## src/rtl/cv32e40p_trace_buffer.sv

```systemverilog
// Multi-channel instruction trace buffer.
//
// Collects {pc, instr, channel, timestamp} records from NUM_CH trace sources
// into a DEPTH-entry circular store and presents the oldest record on a
// valid/ready drain port.
//
// Ports
//   clk_i, rst_i        clock, asynchronous active-high reset
//   enable_i            capture enable
//   mode_i              full policy: 0 = stall sources, 1 = overwrite oldest
//   clear_i             synchronous flush (records, level, drops, arbiter)
//   ch_valid_i/ch_pc_i/ch_instr_i/ch_ready_o
//                       per-channel source handshake, pc/instr packed 32 bits
//                       per channel (channel k at bits [32k +: 32])
//   rd_valid_o/rd_ready_i
//                       drain handshake
//   rd_pc_o/rd_instr_o/rd_ch_o/rd_ts_o
//                       oldest record (zero while empty)
//   level_o             occupied slots
//   drop_cnt_o          records discarded by overwrite, saturating
module cv32e40p_trace_buffer #(
  parameter int NUM_CH = 2,
  parameter int DEPTH  = 16,
  parameter int TS_W   = 16
) (
  input  logic                                          clk_i,
  input  logic                                          rst_i,
  input  logic                                          enable_i,
  input  logic                                          mode_i,
  input  logic                                          clear_i,
  input  logic [NUM_CH-1:0]                             ch_valid_i,
  input  logic [NUM_CH*32-1:0]                          ch_pc_i,
  input  logic [NUM_CH*32-1:0]                          ch_instr_i,
  output logic [NUM_CH-1:0]                             ch_ready_o,
  output logic                                          rd_valid_o,
  input  logic                                          rd_ready_i,
  output logic [31:0]                                   rd_pc_o,
  output logic [31:0]                                   rd_instr_o,
  output logic [((NUM_CH > 1) ? $clog2(NUM_CH) : 1)-1:0] rd_ch_o,
  output logic [TS_W-1:0]                               rd_ts_o,
  output logic [$clog2(DEPTH):0]                        level_o,
  output logic [15:0]                                   drop_cnt_o
);

  localparam int CH_W = (NUM_CH > 1) ? $clog2(NUM_CH) : 1;
  localparam int AW   = $clog2(DEPTH);
  localparam logic [CH_W:0] NCH      = (CH_W+1)'(NUM_CH);
  localparam logic [AW:0]   FULL_LVL = (AW+1)'(DEPTH);

  function automatic logic [15:0] sat_inc16(input logic [15:0] v);
    return (v == 16'hFFFF) ? v : v + 16'd1;
  endfunction

  function automatic logic [CH_W-1:0] rr_next(input logic [CH_W-1:0] k);
    return (({1'b0, k} + 1'b1) == NCH) ? '0 : k + 1'b1;
  endfunction

  logic [TS_W-1:0] ts;
  logic [CH_W-1:0] rr_ptr;
  logic [AW-1:0]   wr_ptr;
  logic [AW-1:0]   rd_ptr;
  logic [AW:0]     level;
  logic [15:0]     drop_cnt;

  logic [31:0]     pc_mem    [DEPTH];
  logic [31:0]     instr_mem [DEPTH];
  logic [CH_W-1:0] ch_mem    [DEPTH];
  logic [TS_W-1:0] ts_mem    [DEPTH];

  logic [CH_W:0]   cand;
  logic            gnt_vld;
  logic [CH_W-1:0] gnt_idx;
  logic [31:0]     pc_in;
  logic [31:0]     instr_in;
  logic            full;
  logic            can_push;
  logic            push;
  logic            pop;

  // Round-robin arbitration: scan channels starting at rr_ptr.
  always_comb begin
    gnt_vld = 1'b0;
    gnt_idx = '0;
    cand    = '0;
    for (int i = 0; i < NUM_CH; i++) begin
      cand = {1'b0, rr_ptr} + (CH_W+1)'(i);
      if (cand >= NCH) cand = cand - NCH;
      if (!gnt_vld && ch_valid_i[cand[CH_W-1:0]]) begin
        gnt_vld = 1'b1;
        gnt_idx = cand[CH_W-1:0];
      end
    end
  end

  always_comb begin
    pc_in    = '0;
    instr_in = '0;
    for (int i = 0; i < NUM_CH; i++) begin
      if (gnt_idx == CH_W'(i)) begin
        pc_in    = ch_pc_i[i*32 +: 32];
        instr_in = ch_instr_i[i*32 +: 32];
      end
    end
  end

  assign full       = (level == FULL_LVL);
  // Reset gates acceptance combinationally so sources see no ready while held.
  assign can_push   = ~rst_i & enable_i & ~clear_i & (mode_i | ~full);
  assign push       = can_push & gnt_vld;
  assign ch_ready_o = push ? (NUM_CH'(1) << gnt_idx) : '0;
  assign rd_valid_o = (level != '0);
  assign pop        = rd_valid_o & rd_ready_i & ~clear_i;

  // Record store: data only, no reset.
  always_ff @(posedge clk_i) begin
    if (push) begin
      pc_mem[wr_ptr]    <= pc_in;
      instr_mem[wr_ptr] <= instr_in;
      ch_mem[wr_ptr]    <= gnt_idx;
      ts_mem[wr_ptr]    <= ts;
    end
  end

  // Control state. Overwrite when full advances the read pointer so the
  // oldest record is discarded and the level stays at DEPTH.
  always_ff @(posedge clk_i or posedge rst_i) begin
    if (rst_i) begin
      ts       <= '0;
      rr_ptr   <= '0;
      wr_ptr   <= '0;
      rd_ptr   <= '0;
      level    <= '0;
      drop_cnt <= '0;
    end else begin
      ts <= ts + 1'b1;
      if (clear_i) begin
        rr_ptr   <= '0;
        wr_ptr   <= '0;
        rd_ptr   <= '0;
        level    <= '0;
        drop_cnt <= '0;
      end else begin
        if (push) begin
          wr_ptr <= wr_ptr + 1'b1;
          rr_ptr <= rr_next(gnt_idx);
        end
        if (pop || (push && full)) rd_ptr <= rd_ptr + 1'b1;
        if (push && !pop && !full) level <= level + 1'b1;
        else if (pop && !push)     level <= level - 1'b1;
        if (push && full && !pop)  drop_cnt <= sat_inc16(drop_cnt);
      end
    end
  end

  // Output stage: oldest record, forced to zero while empty.
  assign rd_pc_o    = rd_valid_o ? pc_mem[rd_ptr]    : '0;
  assign rd_instr_o = rd_valid_o ? instr_mem[rd_ptr] : '0;
  assign rd_ch_o    = rd_valid_o ? ch_mem[rd_ptr]    : '0;
  assign rd_ts_o    = rd_valid_o ? ts_mem[rd_ptr]    : '0;
  assign level_o    = level;
  assign drop_cnt_o = drop_cnt;

endmodule

```

## config.mk

```make
export PLATFORM = sky130hd
export DESIGN_NAME = cv32e40p_trace_buffer
export DESIGN_NICKNAME = d
export VERILOG_FILES = /design/src/rtl/cv32e40p_trace_buffer.sv
export SDC_FILE = /design/constraint.sdc
export NUM_CORES = 1
export LEC_CHECK = 0
export BUFFER_PORTS_ARGS = -buffer_cell sky130_fd_sc_hd__buf_2
export CAP_MARGIN = 40
export CORE_MARGIN = 4
export CORE_UTILIZATION = 45
export CTS_BUF_LIST = sky130_fd_sc_hd__clkbuf_4 sky130_fd_sc_hd__clkbuf_8
export CTS_CLUSTER_DIAMETER = 30
export DETAILED_ROUTE_END_ITERATION = 16
export PLACE_DENSITY = 0.63
export SYNTH_ARGS = -nofsm -noshare
export SYNTH_HDL_FRONTEND = slang
export SYNTH_SLANG_ARGS = --single-unit
```

## constraint.sdc

```tcl
create_clock -name clk_i -period 12.3 [get_ports clk_i]
set_clock_uncertainty 0.05 [all_clocks]
set_input_delay 3.075 -clock clk_i [delete_from_list [all_inputs] [get_ports clk_i]]
set_output_delay 3.075 -clock clk_i [all_outputs]
set_load 0.05 [all_outputs]
```

# [After elaboration in Yosys (flattened, before gate mapping)]
# Memory sizes are Yosys's and may differ from the RTL's.
# Index checks and enable logic that the tools add are counted.
[totals] mem_count=4 in_bits=136 ram_bits=1296 elab_cells=89 output_inout_bits=105 reg_bits=46
[op_classes] n_eq_ne=4 addsub=11 bitwise_logic=10 mux=32 n_lt_le_gt_ge=4 n_shift=1 reduce_logical=17
[memory_table] memory="instr_mem" depth=16 width=32 read_ports=1 rd_ports_with_merged_regs=0 wr=1 line_no="66" source="logic [31:0] instr_mem [DEPTH];"
[memory_table] memory="pc_mem" depth=16 width=32 read_ports=1 rd_ports_with_merged_regs=0 wr=1 line_no="65" source="logic [31:0] pc_mem [DEPTH];"
[memory_table] memory="ts_mem" depth=16 width=16 read_ports=1 rd_ports_with_merged_regs=0 wr=1 line_no="68" source="logic [TS_W-1:0] ts_mem [DEPTH];"
[memory_table] memory="ch_mem" depth=16 width=1 read_ports=1 rd_ports_with_merged_regs=0 wr=1 line_no="67" source="logic [CH_W-1:0] ch_mem [DEPTH];"
[ops] cell="32-bit 2-to-1 mux" count=4
[ops] cell="16-bit 2-to-1 mux" count=4
[ops] cell="16-bit by 1-bit adder with 16-bit output (second input constant)" count=2
[ops] cell="16-bit == test (second input constant)" count=1
[ops] cell="1-bit 2-to-1 mux" count=16
[ops] cell="4-bit 2-to-1 mux" count=4
[ops] cell="5-bit 2-to-1 mux" count=3
[ops] cell="4-bit by 1-bit adder with 4-bit output (second input constant)" count=2
[ops] cell="1-bit bitwise AND" count=6
[ops] cell="1-bit logical AND" count=6
[ops] cell="2-bit nonzero test" count=3
[ops] cell="5-bit by 1-bit adder with 5-bit output (second input constant)" count=1
[ops] cell="5-bit == test (second input constant)" count=1
[ops] cell="5-bit nonzero test" count=1
[ops] cell="5-bit by 1-bit subtractor with 5-bit output (second input constant)" count=1
[ops] cell="1-bit by 1-bit adder with 2-bit output (second input constant)" count=2
[ops] cell="1-bit logical NOT" count=4
[ops] cell="1-bit by 2-bit < comparator with 1-bit output (second input constant)" count=2
[ops] cell="1-bit inverter" count=3
[ops] cell="3-bit nonzero test" count=1
[ops] cell="2-bit == test (second input constant)" count=1
[ops] cell="1-bit by 2-bit >= comparator with 1-bit output (second input constant)" count=1
[ops] cell="2-bit >= comparator (second input constant)" count=1
[ops] cell="2-bit 2-to-1 mux" count=1
[ops] cell="other kinds (7)" count=8

# [Longest topological paths before layout]
# Gate-level depths: netlist (run 1).
[logic_depth] ltp_word=14 mapped_depth=9 mapped_depth_nobuf=9

# [Worst setup path after synthesis (run 1)]
# OpenSTA, ideal clock, no wires.
[synth_timing] path_type="input to register" start="in rst_i" end="mem ch_mem[0] (netlist bit), enable pin" arrival_time_ns=11.508 path_stages=4 setup_ns=0.720 path_slack_ns=0.023 n_path_buf=0 required_time_ns=11.530 cell_sequence="nand2b_1 -> nor3_1 -> nand2_1 -> nor4_1"
[synth_between] elab_chain_len=7
[synth_lines] item="start: declaration" line_no="27" source="input logic rst_i,"
[synth_lines] item="1-bit inverter" line_no="108" source="assign can_push = ~rst_i & enable_i & ~clear_i & (mode_i | ~full);"
[synth_lines] item="1-bit bitwise AND (3 in a row)" line_no="108"
[synth_lines] item="1-bit bitwise AND" line_no="109" source="assign push = can_push & gnt_vld;"
[synth_lines] item="1-bit 2-to-1 mux" line_no="116" source="if (push) begin"
[synth_lines] item="1-bit 2-to-1 mux (implied by the code)" line_no="119" source="ch_mem[wr_ptr] <= gnt_idx;"
[synth_lines] item="end: declaration" line_no="67"
# No other way between the ends.

# [Worst setup path after layout (run 1)]
[layout_timing] start="in rst_i" end="out ch_ready_o[0]"
[layout_between] elab_chain_len=6
[layout_lines] item="1-bit inverter" line_no="108"
[layout_lines] item="1-bit bitwise AND (3 in a row)" line_no="108"
[layout_lines] item="1-bit bitwise AND" line_no="109"
[layout_lines] item="2-bit 2-to-1 mux" line_no="110" source="assign ch_ready_o = push ? (NUM_CH'(1) << gnt_idx) : '0;"
[layout_lines] item="end: declaration" line_no="34" source="output logic [NUM_CH-1:0] ch_ready_o,"
# No other way between the ends.

==> out/metrics.yaml, run 1 <==
clkSlewWorstSetupHoldPaths_ps: 40
core_um2: 115000
synth_edf_count: 1296
ctsHoldBuffers: 0
holdWs_ps: 516
nNetsFinal: 2987
cp.arrival_ps: 4890
p_seq_frac: 0.439
slew_headroom: 0.394
synthCells: 2366
min-delay-start: "rr_ptr"
critPathKind: "input port to output pin"
synth.most_common_cell: "edfxtp_1"
combPwrFrac: 0.155
htreeDepth: 5
io_pins: 241
drive_above_1_share: 0.388
p_leak_nw: 19.8
setup_ws_ps: 4290
crit_path_cell_trace: "buf_2 > nand2b_1 > nor3_1 > nand2_1 > nor2_1 > buf_2"
routed_via_density: 5.68
synth_seq_cells: 1342
path_common_cell: "buf_2"
gp_congestion: 0.731
maxSlewViolCount: 0
r2r-end: "instr_mem[14][15]"
numCtsBuffers: 280
clk_path_buf_depth: 4
io_buffers: 240
num_vias: 25812
grt_usage: 0.201
worst-r2r-cell-count: 6
finalSetupViolCount: 0
synth_cell_types: 42
clk_latency_ps: 920
drv_cap: 0
synth_nets: 2514
critPathCapture: "ch_ready_o[0]"
root_buffer: "clkbuf_8"
syn-cell-area_um2: 52400
r2r-start: "level_o[4]"
clock_sinks: 1342
dpl_cell_area_um2: 56000
synth_common_cells: "1,296 x edfxtp_1, 405 x mux4_2, 215 x nand2_1, 83 x and2_1, 73 x clkbuf_1"
synth_ff_type: "edfxtp_1"
worst_pin_slew_ps: 906
final.min_clock_period_ps: 8010
rrSetupSlack_ps: 8100
dieArea_um2: 122000
grt-ovfl-total: 0
postCtsSetupBuffers: 0
setup.worst_path.end_class: "output pin"
async_reset_ff_frac: 0.0343
ir_worst_vdd_v: 0.000133
start_util: 0.455
synth_top_cell_area_share: 0.743
ant_nets: 0
period_share: 0.652
hold_violations: 0
ys_seq_area_frac: 0.765
dp_hpwl_mm: 65.5
yosys.area.top_type: "edfxtp_1"
grt_antenna_before_repair: 4
fmax_ghz: 0.125
synth_area_leaders: "edfxtp_1 74%, mux4_2 17%, dfrtp_1 2.2%, nand2_1 1.5%, and2_1 0.99%"
cts_repair_resize_count: 0
crit_path_max_fanout: 7
critPathSlowestCell: "nor3_1"
design_area_um2: 61700
rows: 124
die_h_um: 349
fin_setup_tns_ps: 0
critPathLaunchType: "input port"
slowest_delay_ps: 450
internal_power_mw: 8.55
area_delta_synth_final_pct: 17.8
die_x_um: 349
outcome: "finished clean"
drt_iter0_markers: 2554
startpoint: "rst_i"
yosys_warnings: 0
drc: 0
first_pass_iters: 6
grt_max_degree: 99
p_clk_frac: 0.406
grt_pass1_vias: 27904
hp-class: "register to register"
dp_worst_setup_slack_ps: 4300
p_per_area_nw_per_um2: 188
p_sw_mw: 3.07
synth.avg_cell_area_um2: 22.1
rsz0062_at_grt: "no"
grt_first_pass_wirelength_mm: 180
cp_data_required_time_ps: 9170
finalWirelength_mm: 121
swShare: 0.264
wl_per_cell_um: 26.6
p_total_mw: 11.6
cts_tree: "yes"
cell type report:
| class | count | area, um^2 |
|---|---|---|
| clock inverter | 150 | 1480 |
| fill | 8644 | 53300 |
| antenna | 4 | 10.0 |
| sequential | 1342 | 40100 |
| multi-input combinational | 887 | 11800 |
| timing repair buffer | 313 | 2170 |
| inverter | 15 | 58.8 |
| tap | 1512 | 1890 |
| clock buffer | 320 | 4190 |
cell families after synthesis:
logic type | after synthesis | synth area share
AND/OR/NAND/NOR | 392 | 0.0357
XOR/XNOR | 19 | 0.00318
AO/OA/AOI/OAI | 55 | 0.00657
multiplexers | 409 | 0.175
flip-flops | 1342 | 0.765
buffers and inverters | 137 | 0.0113
adder cells (fa/ha/maj) | 12 | 0.00301
layer usage:
layer  up-vias  GRT usage  part of all wire
li1      10851          -                 -
met1     13827      0.277              0.42
met2       956      0.329              0.50
met3       176     0.0423             0.067
met4         2     0.0560             0.018
met5         -          0           0.00011
layout by cell type (no fill, tap or decap), types with 8 or more instances in the layout:
cell type,n
a21oi_1,21
and2_1,83
buf_12,8
buf_16,16
buf_2,240
buf_4,49
bufinv_16,27
clkbuf_4,34
clkbuf_8,286
clkinv_1,46
clkinv_2,44
clkinvlp_4,19
dfrtp_1,42
edfxtp_1,1296
ha_1,11
inv_1,12
inv_6,10
mux4_2,405
nand2_1,215
nand3_1,11
nand4_1,12
nor2_1,18
nor3_2,8
o21ai_0,15
or3_1,12
xnor2_1,11
xor2_1,8
worst min-delay path by stage:
stage,endpoint,slack [ps],cells after the start
after floorplan,rr_ptr,390,1
after global placement,rr_ptr,480,1
after detailed placement,rr_ptr,510,1
after CTS,rr_ptr,520,1
after global routing,rr_ptr,540,1
final,rr_ptr,520,1
worst max-delay path: cells and delay by family:
kind	cells	cell delay (ps)
simple gates	4	1390
buf+inv	2	410
registers in the layout, summed over array words and instances, names as in the netlist:
name / cells
wr_ptr: 4
instr_mem: 512
ch_mem: 16
ts: 16
rr_ptr: 1
level_o: 5
rd_ptr: 4
pc_mem: 512
ts_mem: 256
drop_cnt_o: 16
power groups by stage:
stage | registers, mW | logic [mW] | clock network (mW)
floorplan | 5.20 | 1.31 | 0
global placement | 5.22 | 1.74 | 0
detailed placement | 5.19 | 1.83 | 0
CTS | 5.10 | 1.84 | 4.83
global route | 5.10 | 1.91 | 5.08
finish | 5.10 | 1.80 | 4.72
stage by stage:
| stage | util | instances |
|---|---|---|
| after floorplan | - | 2366 |
| after global placement | 0.483 | 4049 |
| after detailed placement | 0.487 | 4069 |
| after CTS | 0.536 | 4539 |
| after global routing | 0.537 | 4540 |
| final | 0.537 | 4543 |
(Power assumes the default switching activity.)
==> run 2, diff against run 1 <==
--- a/config.mk
+++ b/config.mk
@@ -5,6 +5,7 @@
 export SDC_FILE = /design/constraint.sdc
 export NUM_CORES = 1
 export LEC_CHECK = 0
+export ABC_AREA = 1
 export BUFFER_PORTS_ARGS = -buffer_cell sky130_fd_sc_hd__buf_2
 export CAP_MARGIN = 40
 export CORE_MARGIN = 4
==> constraint.sdc (replaced) <==
create_clock -name clk_i -period 7.8 [get_ports clk_i]
set_clock_uncertainty 0.05 [all_clocks]
set_input_delay 1.95 -clock clk_i [delete_from_list [all_inputs] [get_ports clk_i]]
set_output_delay 1.95 -clock clk_i [all_outputs]
set_load 0.05 [all_outputs]
==> out/metrics.yaml, run 2 <==
grt_usage: 0.221
synth_ff_type: "edfxtp_1"
finalWirelength_mm: 143
fin_setup_tns_ps: 0
final.min_clock_period_ps: 6400
path_common_cell: "buf_4"
final_cell_mix: "1,296 x edfxtp_1, 1,099 x nor2_1, 385 x nand2_1, 360 x o21ai_1, 302 x o21ai_0"
p_per_area_nw_per_um2: 321
synthCells: 4581
nNetsFinal: 5034
p_sw_mw: 6.70
worst-r2r-cell-count: 7
die_h_um: 358
hold_violations: 0
synth_cell_types: 32
crit_path_cell_trace: "buf_4 > buf_4 > o21ai_0 > o211ai_1 > nand3_1 > a21oi_1 > buf_2"
htreeDepth: 5
num_vias: 36502
combPwrFrac: 0.230
grt_pass1_vias: 35463
critPathKind: "register to output pin"
synth_edf_count: 1296
p_clk_frac: 0.373
grt_first_pass_wirelength_mm: 213
synth_compound_area_frac: 0.0983
syn-cell-area_um2: 55000
root_buffer: "clkbuf_8"
start_util: 0.456
dp_hpwl_mm: 69.8
io_buffers: 240
internal_power_mw: 13.7
r2r-end: "pc_mem[14][29]"
routed_via_density: 5.46
ctsHoldBuffers: 0
final_common_cell: "edfxtp_1"
startpoint: "rd_ptr[0]"
grt-ovfl-total: 0
critPathCapture: "rd_pc_o[13]"
core_um2: 121000
rrSetupSlack_ps: 4480
finalSetupViolCount: 0
synth_nets: 4729
rows: 127
r2r-start: "level_o[1]"
wl_per_cell_um: 21.3
path_buf_inv: 3
numCtsBuffers: 284
path_depth: 7
cts_repair_resize_count: 0
synth_xor_area_frac: 0.00366
rsz0062_at_grt: "no"
drv_cap: 0
synthMuxAreaShare: 0
postLayoutCoreUtil: 0.526
synth_seq_cells: 1342
drc: 0
fmax_ghz: 0.156
cp_top_family: "buffers and inverters"
maxSlewViolCount: 0
yosys.area_share.simple: 0.130
clock_sinks: 1342
die_x_um: 358
p_seq_frac: 0.397
ir_worst_vdd_v: 0.000193
worst_pin_slew_ps: 1090
holdWs_ps: 526
setup_ws_ps: 1400
cp.arrival_ps: 4400
clkSlewWorstSetupHoldPaths_ps: 60
largestRegisters: "instr_mem (512), pc_mem (512), ts_mem (256)"
synth_common_cells: "1,296 x edfxtp_1, 1,115 x nor2_1, 386 x nand2_1, 360 x o21ai_1, 302 x o21ai_0"
slew_headroom: 0.274
p_total_mw: 20.4
synth.most_common_cell: "edfxtp_1"
io_pins: 241
dieArea_um2: 128000
ys_seq_area_frac: 0.729
setup.worst_path.end_class: "output pin"
outcome: "finished clean"
synth_area_leaders: "edfxtp_1 71%, nor2_1 7.6%, o21ai_1 3.3%, o21ai_0 2.7%, nand2_1 2.6%"
slowest_delay_ps: 910
fillers: 10124
clk_path_buf_depth: 4
cts_tree: "yes"
grt_antenna_before_repair: 3
period_share: 0.821
synthAdderAreaFrac: 0.00287
gp_congestion: 0.809
drt_iter0_markers: 3309
cp_data_required_time_ps: 5800
postCtsSetupBuffers: 0
crit_path_max_fanout: 75
swShare: 0.328
yosys_warnings: 0
first_pass_iters: 5
critPathSlowestCell: "dfrtp_4"
synth_top_family_by_area: "simple AND/OR/NAND/NOR gates"
critPathLaunchType: "register"
async_reset_ff_frac: 0.0343
synth_top_cell_area_share: 0.708
hp-class: "register to register"
ant_nets: 0
dp_worst_setup_slack_ps: 2310
clk_latency_ps: 940
p_leak_nw: 22.4
grt_max_degree: 233
yosys.area.top_type: "edfxtp_1"
area_delta_synth_final_pct: 15.5
synth.avg_cell_area_um2: 12.0
drive_above_1_share: 0.156
-- run 2: changes by cell type after synthesis, sizes merged, moves of 72 or more --
cell	delta
a21oi	+146
and2	-83
buf	+101
clkbuf	+72
inv	+103
mux4	-405
nand2	+172
nand3	+265
nor2	+1095
o211ai	+160
o21ai	+646
-- run 2: layer usage --
metal,GRT usage,part of all wire
met1,0.302,0.42
met2,0.352,0.47
met3,0.0453,0.076
met4,0.0861,0.030
met5,0,0
-- run 2: cells by family (layout without fill, tap and decap cells) --
family                   after synthesis  in the layout
AO/OA/AOI/OAI                        996            996
flip-flops                          1342           1342
XOR/XNOR                              23             23
adder cells (fa/ha/maj)               12             12
buffers and inverters                413            910
other                                  0              1
AND/OR/NAND/NOR                     1795           1795
-- run 2: worst min-delay path by stage --
stage | startpoint | end | slack [ps] | cells after the start
final | rr_ptr | rr_ptr | 530 | 2
after floorplan | rr_ptr | rr_ptr | 440 | 2
after global placement | level_o[3] | level_o[3] | 500 | 2
after detailed placement | rr_ptr | rr_ptr | 510 | 2
after global routing | rr_ptr | rr_ptr | 590 | 2
after CTS | rr_ptr | rr_ptr | 520 | 2
-- run 2: power by group through the flow --
stage	logic (mW)	registers [mW]	clock network, mW
5_1_grt	5.12	8.11	8.12
3_3_place_gp	4.65	8.24	0
6_report	4.69	8.10	7.61
3_5_place_dp	4.71	8.25	0
2_1_floorplan	3.54	8.20	0
4_1_cts	4.73	8.10	7.74
-- run 2: tightest hold or removal path, delay by kind of cell, from the launching register on --
family,cells,cell delay [ps]
flip-flops,1,310
AO/OA/AOI/OAI,1,130
buffers and inverters,1,80
-- run 2: per-stage QoR --
stage          std cells  instance area (um^2)
6_report            6691                 63500
5_1_grt             6691                 63500
4_1_cts             6690                 63500
3_5_place_dp        6212                 57700
3_3_place_gp        6204                 57500
2_1_floorplan       4581                 55000
-- run 2: final cells by class --
| class | instances | area (um^2) | share of cell area |
|---|---|---|---|
| clock buffers | 338 | 4360 | 0.0687 |
| flip-flops and latches | 1342 | 40100 | 0.631 |
| repair buffers | 314 | 2110 | 0.0333 |
| well taps | 1612 | 2020 | 0.0318 |
| inverters | 118 | 468 | 0.00737 |
| diodes | 1 | 2.50 | 0.0000394 |
| multi-input cells | 2826 | 13000 | 0.205 |
| clock inverters | 140 | 1420 | 0.0224 |
